### config.mk
export PLATFORM = sky130hd
export DESIGN_NAME = stego_extract
export DESIGN_NICKNAME = d
export VERILOG_FILES = /design/src/rtl/stego_extract.sv
export SDC_FILE = /design/constraint.sdc
export NUM_CORES = 1
export LEC_CHECK = 0
export BUFFER_PORTS_ARGS = -buffer_cell sky130_fd_sc_hd__buf_2
export CELL_PAD_IN_SITES_DETAIL_PLACEMENT = 1
export CELL_PAD_IN_SITES_GLOBAL_PLACEMENT = 1
export CORE_UTILIZATION = 46
export DETAILED_ROUTE_END_ITERATION = 10
export MAX_ROUTING_LAYER = met4
export PLACE_DENSITY_LB_ADDON = 0.05
export SLEW_MARGIN = 20
export SYNTH_ARGS = -nofsm -noshare
export SYNTH_HDL_FRONTEND = slang
export SYNTH_SLANG_ARGS = --single-unit
### constraint.sdc
create_clock -name clk -period 5 [get_ports clk]
set_clock_uncertainty 0.1 [all_clocks]
set_input_delay 1 -clock clk [delete_from_list [all_inputs] [get_ports clk]]
set_output_delay 1 -clock clk [all_outputs]
set_load 0.02 [all_outputs]
### src/rtl/stego_extract.sv
// Recovers message bytes from one carrier bit per pixel byte (MSB first),
// XOR-decrypts each byte with a cycling key and emits it over a ready/valid port.
module stego_extract #(
  parameter int unsigned BIT_POS = 2,
  parameter int unsigned KEY_LEN = 26
) (
  input  logic        clk,
  input  logic        reset,
  input  logic        start,
  input  logic [11:0] msg_len,
  input  logic        pix_valid,
  input  logic [7:0]  pix_data,
  output logic        pix_ready,
  output logic [7:0]  key_addr,
  input  logic [7:0]  key_data,
  output logic        out_valid,
  output logic [7:0]  out_data,
  input  logic        out_ready,
  output logic        busy,
  output logic        done
);

  typedef enum logic [1:0] {IDLE, COLLECT, EMIT, DONE} state_t;

  localparam logic [7:0] KEY_LAST = 8'(KEY_LEN - 1);

  state_t      state, state_next;
  logic [6:0]  shift;
  logic [2:0]  bit_cnt;
  logic [11:0] byte_cnt;
  logic [11:0] len;
  logic [7:0]  key_idx;
  logic        pix_bit;
  logic [7:0]  next_byte;
  logic        accept;
  logic        emit_hs;
  logic        run_start;

  // Mask-and-reduce keeps the whole pixel byte in the expression.
  assign pix_bit   = |(pix_data & (8'd1 << BIT_POS));
  assign next_byte = {shift, pix_bit};
  assign accept    = (state == COLLECT) && pix_valid;
  assign emit_hs   = (state == EMIT) && out_ready;
  assign run_start = ((state == IDLE) || (state == DONE)) && start;
  assign key_addr  = key_idx;

  always_comb begin
    state_next = state;
    case (state)
      IDLE, DONE: if (start) state_next = (msg_len != '0) ? COLLECT : DONE;
      COLLECT:    if (accept && (bit_cnt == 3'd7)) state_next = EMIT;
      EMIT:       if (out_ready) state_next = ((byte_cnt + 12'd1) == len) ? DONE : COLLECT;
      default:    state_next = IDLE;
    endcase
  end

  // Status outputs are registered from the next state so they line up with it.
  always_ff @(posedge clk or posedge reset) begin
    if (reset) begin
      state     <= IDLE;
      shift     <= '0;
      bit_cnt   <= '0;
      byte_cnt  <= '0;
      len       <= '0;
      key_idx   <= '0;
      out_data  <= '0;
      pix_ready <= 1'b0;
      out_valid <= 1'b0;
      busy      <= 1'b0;
      done      <= 1'b0;
    end else begin
      state     <= state_next;
      pix_ready <= (state_next == COLLECT);
      out_valid <= (state_next == EMIT);
      busy      <= (state_next == COLLECT) || (state_next == EMIT);
      done      <= (state_next == DONE);

      if (run_start && (msg_len != '0)) begin
        len      <= msg_len;
        shift    <= '0;
        bit_cnt  <= '0;
        byte_cnt <= '0;
        key_idx  <= '0;
      end

      if (accept) begin
        shift   <= next_byte[6:0];
        bit_cnt <= bit_cnt + 3'd1;
        if (bit_cnt == 3'd7) out_data <= next_byte ^ key_data;
      end

      if (emit_hs) begin
        byte_cnt <= byte_cnt + 12'd1;
        key_idx  <= (key_idx == KEY_LAST) ? '0 : key_idx + 8'd1;
      end
    end
  end

endmodule

==> impl_metrics.ini, run 1 <==
[outcome]
run_status = complete, no violations

[timing]
worst-slew-pin-transition_ns = 0.8014
timing_max_transition_violations_final = 0
rsz0062_at_grt = no
final_hold_viol_count = 0
setup_violations = 0
timing.max_slew.rel_slack = 0.4640
finalWorstPathRequiredPeriod_ns = 3.217
finalWorstSetupSlack_ns = 1.783
timing.final.crit_share = 0.6434
timing.setup.tns_ns = 0
timing.fmax_mhz = 310.9

[route]
route.final.wire_length_um = 6418
detailedRoute.firstPassIterationCount = 4
drcViolationCount = 0
final_antenna_net_count = 0
wire_per_inst_um = 15.43
detailedRoute.firstIterationViolations = 67
viasPerCell = 5.572
dr_total_vias = 2318

[clock_tree]
cts_setup_buffers = 0
cts_max_level = 2
cts_resized = 0
cts.clk_slew.worst_paths_ns = 0.10
cts-hold-fix-buffers = 0
cts_root_buffer = clkbuf_8
tritoncts = done
numCtsBuffers = 5
clock_sink_count = 56
maximum_number_of_buffers_from_clock_root_to_sink = 2
clk_latency_ns = 0.31

[synth]
syn_area_per_cell_um2 = 9.744
post_synth_instance_area_um2 = 2933
yosys.area.top_type = dfrtp_1
synth_cell_types = 41
synthArstFlopShare = 1.000
synth-seq-cells = 56
netlist_top_cells_area = dfrtp_1 (48%), o21ai_0 (7.8%), nand2_1 (6.7%)
syn_inst = 301
synthMuxAreaShare = 0.04991
synth_compound_area_frac = 0.1485
synth_xor_xnor_area_share = 0.08063
mappedNetlistNets = 344
synthSimpleGateAreaFrac = 0.1596
yosys.area_share.adder = 0.04266
synth_enable_flop_cells = 0
yosys_warnings = 0
synth_top_area_frac = 0.4778
top_flip_flop_cell_by_instance_count_after_synthesis = dfrtp_1
seq_area_frac_synth = 0.4778
synth_top_family_by_area = simple AND/OR/NAND/NOR gates

[setup_path]
path_cells = buf_2 -> nand2_1 -> or4_4 -> nor3_2 -> o2111ai_1 -> a211o_1 -> o31a_1 -> ha_1 -> inv_1
criticalPathCategory = input port to register
required_arrival_time_at_the_worst_endpoint_ns = 5.11
critical_path.slowest_cell = or4_4
critPathCaptureType = register
worst-endpoint-arrival_ns = 3.33
crit_path_max_incr_delay_ns = 0.67
critical_path.max_fanout = 20
critical_path.startpoint_type = input port

[placed_design]
dp_worst_setup_slack_ns = 1.423
placed_cell_area_um2 = 3177
placed_cells = 408
io_buffers = 45
place.gp.congestion = 0.7793
hpwlAfterDp_um = 4726

[floorplanning]
floorplan.die.height_um = 81.85
core_region_area_um2 = 6026
floorplan.rows = 28
initial_core_util = 0.4867
dieArea_um2 = 6699
die_width_um = 81.85
number_of_primary_i_o_pins = 53

[min_path]
worst_hold_path_type = register to register

[layout]
antenna-diode-count = 0
non_filler_instance_count_after_layout = 416
areaGrowthSynthToFinish_pct = 11.39
mostFrequentLayoutCells = dfrtp_1 (56), nand2_1 (52), o21ai_0 (46), buf_2 (45), xnor2_1 (18)
finalNetCount = 383
finalInstanceArea_um2 = 3267
drive_above_1_share = 0.2170
layout_commonest_cell = dfrtp_1

[job]
timing.max_cap.violations = 0

[power]
powerDensity_nw_per_um2 = 450.6
irDropWorstVdd_v = 0.0003108
finalPower_mw = 1.472
leakagePower_nw = 1.456

[global_route]
gr-usage-all-layers = 0.2189
grt_first_pass_wirelength_um = 10890
grt_max_degree = 57
first_global_vias = 2321
global_route.overflow_total = 0
number_of_antenna_violations_at_the_first_check_in_global_routing = 0
[synth_stat cells, types with 2 or more instances]
cell type and number:
a211oi_1 2, mux2_2 13, buf_2 3, and2_1 3
inv_1 6, nor4_1 3, o22ai_1 2, nand4_1 5
xnor2_1 18, and3_1 3, nor3_1 3, clkbuf_1 9
nand2_1 52, o31ai_1 7, buf_6 2, nor2_1 11
nand3_1 9, dfrtp_1 56, a21oi_1 5, a31oi_1 3
o41ai_1 2, o21ai_0 46, ha_1 10, nand3b_1 3
xor2_1 9
[per-stage QoR]
step / utilization / hold slack, ns
floorplan: - / 0.3677
finish: 0.5422 / 0.3898
detailed placement: 0.5272 / 0.3748
CTS: 0.5413 / 0.3990
global placement: 0.5272 / 0.3570
global route: 0.5422 / 0.4271
[cells by family (layout without fill, tap and decap cells)]
family,count (synthesis),count (layout)
xor+xnor,27,27
buf+inv,22,62
mux,13,13
fa+ha+maj,10,10
compound gates,74,74
simple gates,99,99
flops,56,56
[area by class of cell]
cell class | instances | area [um2]
Inverter | 6 | 22.52
Multi-Input combinational cell | 223 | 1416
Clock inverter | 1 | 8.758
Clock buffer | 7 | 76.32
Timing Repair Buffer | 48 | 247.7
Sequential cell | 56 | 1401
Fill cell | 721 | 2759
Tap cell | 75 | 93.84
[sequential cells by signal, summed over array words and instances, names as in the netlist]
| signal | flops |
|---|---|
| busy | 1 |
| pix_ready | 1 |
| len | 12 |
| shift | 7 |
| out_valid | 1 |
| byte_cnt | 12 |
| key_addr | 8 |
| out_data | 8 |
| done | 1 |
| bit_cnt | 3 |
| state | 2 |
[worst paths after layout]
kind / startpoint / endpoint / slack [ns] / depth (start not counted)
min: out_data[7] / out_data[7] / 0.39 / 2
max reg2reg: state[0] / busy / 1.85 / 10
max: out_ready / busy / 1.78 / 9
min in group asynchronous: reset / key_addr[3] / 0.78 / 3
max in group asynchronous: reset / byte_cnt[11] / 3.55 / 3
min reg2reg: out_data[7] / out_data[7] / 0.39 / 2
[routing by layer]
layer	wire (um)	up-vias	GRT usage
li1	-	1125	-
met1	2971	1144	0.2694
met2	3138	41	0.3694
met3	231	8	0.04222
met4	76	0	0.05263
met5	0	-	-
[power by group]
part / total [mW] / internal [mW] / switching [mW]
Sequential: 0.667 / 0.571 / 0.0957
Clock: 0.248 / 0.101 / 0.147
Combinational: 0.557 / 0.249 / 0.308
[critical path, delay by kind of cell]
kind	cells	cell delay, ns
and+or+nand+nor	3	1.18
adders and majority gates	1	0.27
buffers and inverters	2	0.12
AOI/OAI and AO/OA	3	0.75
Note: power is estimated with default switching activity, not from simulation.
==> run 2, diff against run 1 <==
--- a/config.mk
+++ b/config.mk
@@ -8,7 +8,7 @@
 export BUFFER_PORTS_ARGS = -buffer_cell sky130_fd_sc_hd__buf_2
 export CELL_PAD_IN_SITES_DETAIL_PLACEMENT = 1
 export CELL_PAD_IN_SITES_GLOBAL_PLACEMENT = 1
-export CORE_UTILIZATION = 46
+export CORE_UTILIZATION = 43
 export DETAILED_ROUTE_END_ITERATION = 10
 export MAX_ROUTING_LAYER = met4
 export PLACE_DENSITY_LB_ADDON = 0.05
==> constraint.sdc (replaced) <==
create_clock -name clk -period 3.2 [get_ports clk]
set_clock_uncertainty 0.1 [all_clocks]
set_input_delay 0.64 -clock clk [delete_from_list [all_inputs] [get_ports clk]]
set_output_delay 0.64 -clock clk [all_outputs]
set_load 0.02 [all_outputs]
==> impl_metrics.ini, run 2 (synthesis results as in run 1) <==
[outcome]
run_status = complete, no violations

[layout]
layout_commonest_cell = dfrtp_1
finalNetCount = 391
drive_above_1_share = 0.2378
mostFrequentLayoutCells = dfrtp_1 (56), nand2_1 (52), o21ai_0 (46), buf_2 (45), xnor2_1 (18)
register_area_um2 = 1401
antenna-diode-count = 0
multi_input_area_um2 = 1411
reg.largest.list = byte_cnt: 12 flops, len: 12 flops
final.fill_count = 757
areaGrowthSynthToFinish_pct = 13.44

[placed_design]
dp_worst_setup_slack_ns = 0.4080
io_buffers = 45
hpwlAfterDp_um = 4862
place.gp.congestion = 0.8085

[route]
detailedRoute.firstPassIterationCount = 6
detailedRoute.firstIterationViolations = 77
drcViolationCount = 0
dr_total_vias = 2332
wire_per_inst_um = 15.50
route.final.wire_length_um = 6602
final_antenna_net_count = 0
viasPerCell = 5.474

[setup_path]
worst-path-buf-inv = 1
worst-r2r-cell-count = 8
critPathCaptureType = register
critical_path.slowest_cell = or4_4
critical_path.max_fanout = 8
worst-endpoint-arrival_ns = 2.93
required_arrival_time_at_the_worst_endpoint_ns = 3.35
crit_path_max_incr_delay_ns = 0.57
criticalPathCategory = register to register
crit_path_frequent_cell = ha_1
critical_path.top_delay_family = compound AO/OA/AOI/OAI gates
worstSetupPathDepth = 8
path_cells = inv_1 -> ha_1 -> or4_4 -> nor3_2 -> o2111ai_1 -> a211o_1 -> o31ai_1 -> ha_1
critical_path.startpoint_type = register

[global_route]
gr-usage-all-layers = 0.2073
grt_max_degree = 30
first_global_vias = 2361
grt_first_pass_wirelength_um = 11420
global_route.overflow_total = 0
number_of_antenna_violations_at_the_first_check_in_global_routing = 0

[clock_tree]
clk_latency_ns = 0.31
tritoncts = done
clock_sink_count = 56
cts_max_level = 2
numCtsBuffers = 5
cts_setup_buffers = 0
cts_root_buffer = clkbuf_8
cts_resized = 0
cts.clk_slew.worst_paths_ns = 0.10
cts-hold-fix-buffers = 0
maximum_number_of_buffers_from_clock_root_to_sink = 2

[power]
irDropWorstVdd_v = 0.0004075
finalPower_mw = 2.330
powerDensity_nw_per_um2 = 700.4
leakagePower_nw = 1.497

[timing]
timing.max_slew.rel_slack = 0.5764
finalWorstPathRequiredPeriod_ns = 2.785
timing.setup.tns_ns = 0
timing.final.crit_share = 0.8703
setup_violations = 0
final_hold_viol_count = 0
rsz0062_at_grt = no
worst-slew-pin-transition_ns = 0.6344
timing_max_transition_violations_final = 0
finalWorstSetupSlack_ns = 0.4150
timing.fmax_mhz = 359.1
fin_hold_ws_ns = 0.2983

[job]
timing.max_cap.violations = 0

[floorplanning]
initial_core_util = 0.4541
floorplan.rows = 29
number_of_primary_i_o_pins = 53
dieArea_um2 = 7155
floorplan.die.height_um = 84.59
core_region_area_um2 = 6459
die_width_um = 84.59

[min_path]
worst_hold_path_type = input port to async pin
-- run 2: changes by cell type in the layout (fill, tap and decap cells not counted) --
cell      delta
o31ai_1      +1
buf_4        +8
o31ai_2      -1
clkbuf_1     -2
clkinv_2     +2
-- run 2: final timing paths --
check	start	to	slack, ns
worst max-delay path	state[0]	done	0.41
max in group asynchronous	reset	byte_cnt[2]	2.03
worst min register to register	out_data[1]	out_data[1]	0.38
worst min-delay path	reset	out_data[7]	0.30
min in group clk	out_data[1]	out_data[1]	0.38
worst max register to register	state[0]	done	0.41
-- run 2: layout make-up --
| cell class | count | share of cell area |
|---|---|---|
| inverters | 6 | 0.006769 |
| repair buffers | 56 | 0.09252 |
| clock buffers | 5 | 0.02068 |
| clock inverters | 3 | 0.005641 |
| flip-flops and latches | 56 | 0.4212 |
| well taps | 77 | 0.02896 |
| multi-input cells | 223 | 0.4242 |
-- run 2: power by group --
part,switching [mW],leakage (nW),total [mW],internal [mW]
logic,0.501,0.709,0.907,0.407
registers,0.142,0.741,1.03,0.893
clock network,0.235,0.0479,0.388,0.153
total,0.877,1.50,2.33,1.45
-- run 2: metal layers --
layer	part of all wire	up-vias	wire length, um	GRT usage
met1	0.48	1139	3169	0.2594
met2	0.49	38	3202	0.3525
li1	-	1149	-	-
met5	0	-	0	-
met4	0.010	0	66	0.05085
met3	0.025	6	165	0.03245
-- run 2: stage by stage --
stage,utilization,instances,area (um2)
2_1_floorplan,-,301,2933
6_report,0.5151,426,3327
4_1_cts,0.5151,426,3327
3_3_place_gp,0.5016,418,3239
3_5_place_dp,0.5016,418,3239
5_1_grt,0.5151,426,3327
==> run 3, diff against run 2 <==
--- a/config.mk
+++ b/config.mk
@@ -11,7 +11,7 @@
 export CORE_UTILIZATION = 43
 export DETAILED_ROUTE_END_ITERATION = 10
 export MAX_ROUTING_LAYER = met4
-export PLACE_DENSITY_LB_ADDON = 0.05
+export PLACE_DENSITY = 0.89
 export SLEW_MARGIN = 20
 export SYNTH_ARGS = -nofsm -noshare
 export SYNTH_HDL_FRONTEND = slang
==> impl_metrics.ini, run 3 (synthesis results as in run 1) <==
[power]
leakagePower_nw = 1.480
pwr-share-comb = 0.380
share_clk_of_total_power = 0.175
powerDensity_nw_per_um2 = 719.0
seqPwrFrac = 0.445
p_int_mw = 1.455
netSwitchingPower_mw = 0.9274
p_sw_frac = 0.3893
finalPower_mw = 2.382
irDropWorstVdd_v = 0.0004865

[global_route]
grt_first_pass_wirelength_um = 11770
number_of_antenna_violations_at_the_first_check_in_global_routing = 0
first_global_vias = 2410
global_route.overflow_total = 0
grt_max_degree = 57
gr-usage-all-layers = 0.2155

[floorplanning]
initial_core_util = 0.4541
floorplan.rows = 29
dieArea_um2 = 7155
number_of_primary_i_o_pins = 53
die_width_um = 84.59
floorplan.die.height_um = 84.59
core_region_area_um2 = 6459

[setup_path]
critical_path.max_fanout = 8
crit_path_frequent_cell = ha_1
required_arrival_time_at_the_worst_endpoint_ns = 3.36
worst-path-buf-inv = 0
worst-endpoint-arrival_ns = 3.08
critical_path.top_delay_family = compound AO/OA/AOI/OAI gates
crit_path_max_incr_delay_ns = 0.52
critical_path.startpoint_type = register
critical_path.slowest_cell = dfrtp_1
criticalPathCategory = register to register
path_cells = ha_1 -> nand3_1 -> nor3_1 -> xnor2_1 -> o2111ai_1 -> a211o_1 -> o31ai_1 -> ha_1
critPathCaptureType = register

[clock_tree]
cts_resized = 0
cts.clk_slew.worst_paths_ns = 0.11
numCtsBuffers = 5
cts_max_level = 2
cts_setup_buffers = 0
tritoncts = done
maximum_number_of_buffers_from_clock_root_to_sink = 2
cts_root_buffer = clkbuf_8
cts-hold-fix-buffers = 0
clk_latency_ns = 0.32
clock_sink_count = 56

[placed_design]
place.gp.congestion = 0.8170
io_buffers = 45
hpwlAfterDp_um = 5057
placed_cells = 415

[layout]
drive_above_1_share = 0.2312
mostFrequentLayoutCells = dfrtp_1 (56), nand2_1 (52), o21ai_0 (46), buf_2 (45), xnor2_1 (18)
non_filler_instance_count_after_layout = 423
antenna-diode-count = 0
layout_commonest_cell = dfrtp_1
finalNetCount = 388
areaGrowthSynthToFinish_pct = 12.97
reg.largest.list = byte_cnt: 12 flops, len: 12 flops

[route]
dr_total_vias = 2349
detailedRoute.firstPassIterationCount = 6
drcViolationCount = 0
wire_per_inst_um = 16.59
final_antenna_net_count = 0
detailedRoute.firstIterationViolations = 102
route.final.wire_length_um = 7016
viasPerCell = 5.553

[timing]
timing.max_slew.rel_slack = 0.5115
timing.final.crit_share = 0.9111
rsz0062_at_grt = no
final_hold_viol_count = 0
timing_max_transition_violations_final = 0
timing.fmax_mhz = 343.0
timing.setup.tns_ns = 0
fin_hold_ws_ns = 0.3843
setup_violations = 0
finalWorstPathRequiredPeriod_ns = 2.915
worst-slew-pin-transition_ns = 0.7327

[min_path]
worst_hold_path_type = register to register

[outcome]
run_status = complete, no violations

[job]
timing.max_cap.violations = 0
run 3: worst register-to-register path, delay by kind of cell, from the launching register on:
family	cells	cell delay (ns)
AOI/OAI and AO/OA	3	0.94
adders and majority gates	2	0.54
and+or+nand+nor	2	0.54
DFF	1	0.52
xor gates and xnor gates	1	0.20
run 3: final cells by class:
type	instances	area [um2]
fill	784	3146
multi-input combinational	223	1411
sequential	56	1401
timing repair buffer	53	285.3
tap	77	96.34
clock buffer	5	68.82
clock inverter	3	27.53
inverter	6	22.52
run 3: path summary, 6_finish.rpt:
kind / start / to / cells past startpoint / slack (ns)
hold reg to reg: out_data[6] / out_data[6] / 2 / 0.38
min in group asynchronous: reset / byte_cnt[0] / 3 / 0.41
hold / removal: out_data[6] / out_data[6] / 2 / 0.38
setup / recovery: byte_cnt[0] / done / 8 / 0.28
max in group asynchronous: reset / byte_cnt[2] / 3 / 2.11
setup reg to reg: byte_cnt[0] / done / 8 / 0.28
run 3: routing by layer:
metal  wire, um  global-route usage  vias to the layer above
met5          0                   -                        -
met4        120             0.07088                        0
met3        143             0.03147                        9
met2       3448              0.3474                       32
met1       3303              0.2805                     1166
li1           -                   -                     1142
run 3: per-stage QoR:
| step | utilization | instance area (um2) | setup slack (ns) |
|---|---|---|---|
| after floorplan | - | 2933 | 0.5807 |
| after global placement | 0.4981 | 3217 | 0.4498 |
| after detailed placement | 0.4981 | 3217 | 0.3525 |
| after CTS | 0.5130 | 3313 | 0.3014 |
| after global routing | 0.5130 | 3313 | 0.08864 |
| final | 0.5130 | 3313 | 0.2846 |
run 3: power by group through the flow:
stage	registers [mW]	logic (mW)	clock network [mW]
after floorplan	1.08	0.606	0
after global placement	1.05	0.859	0
after detailed placement	1.07	0.905	0
after CTS	1.06	0.913	0.420
after global routing	1.08	1.02	0.452
final	1.06	0.905	0.417
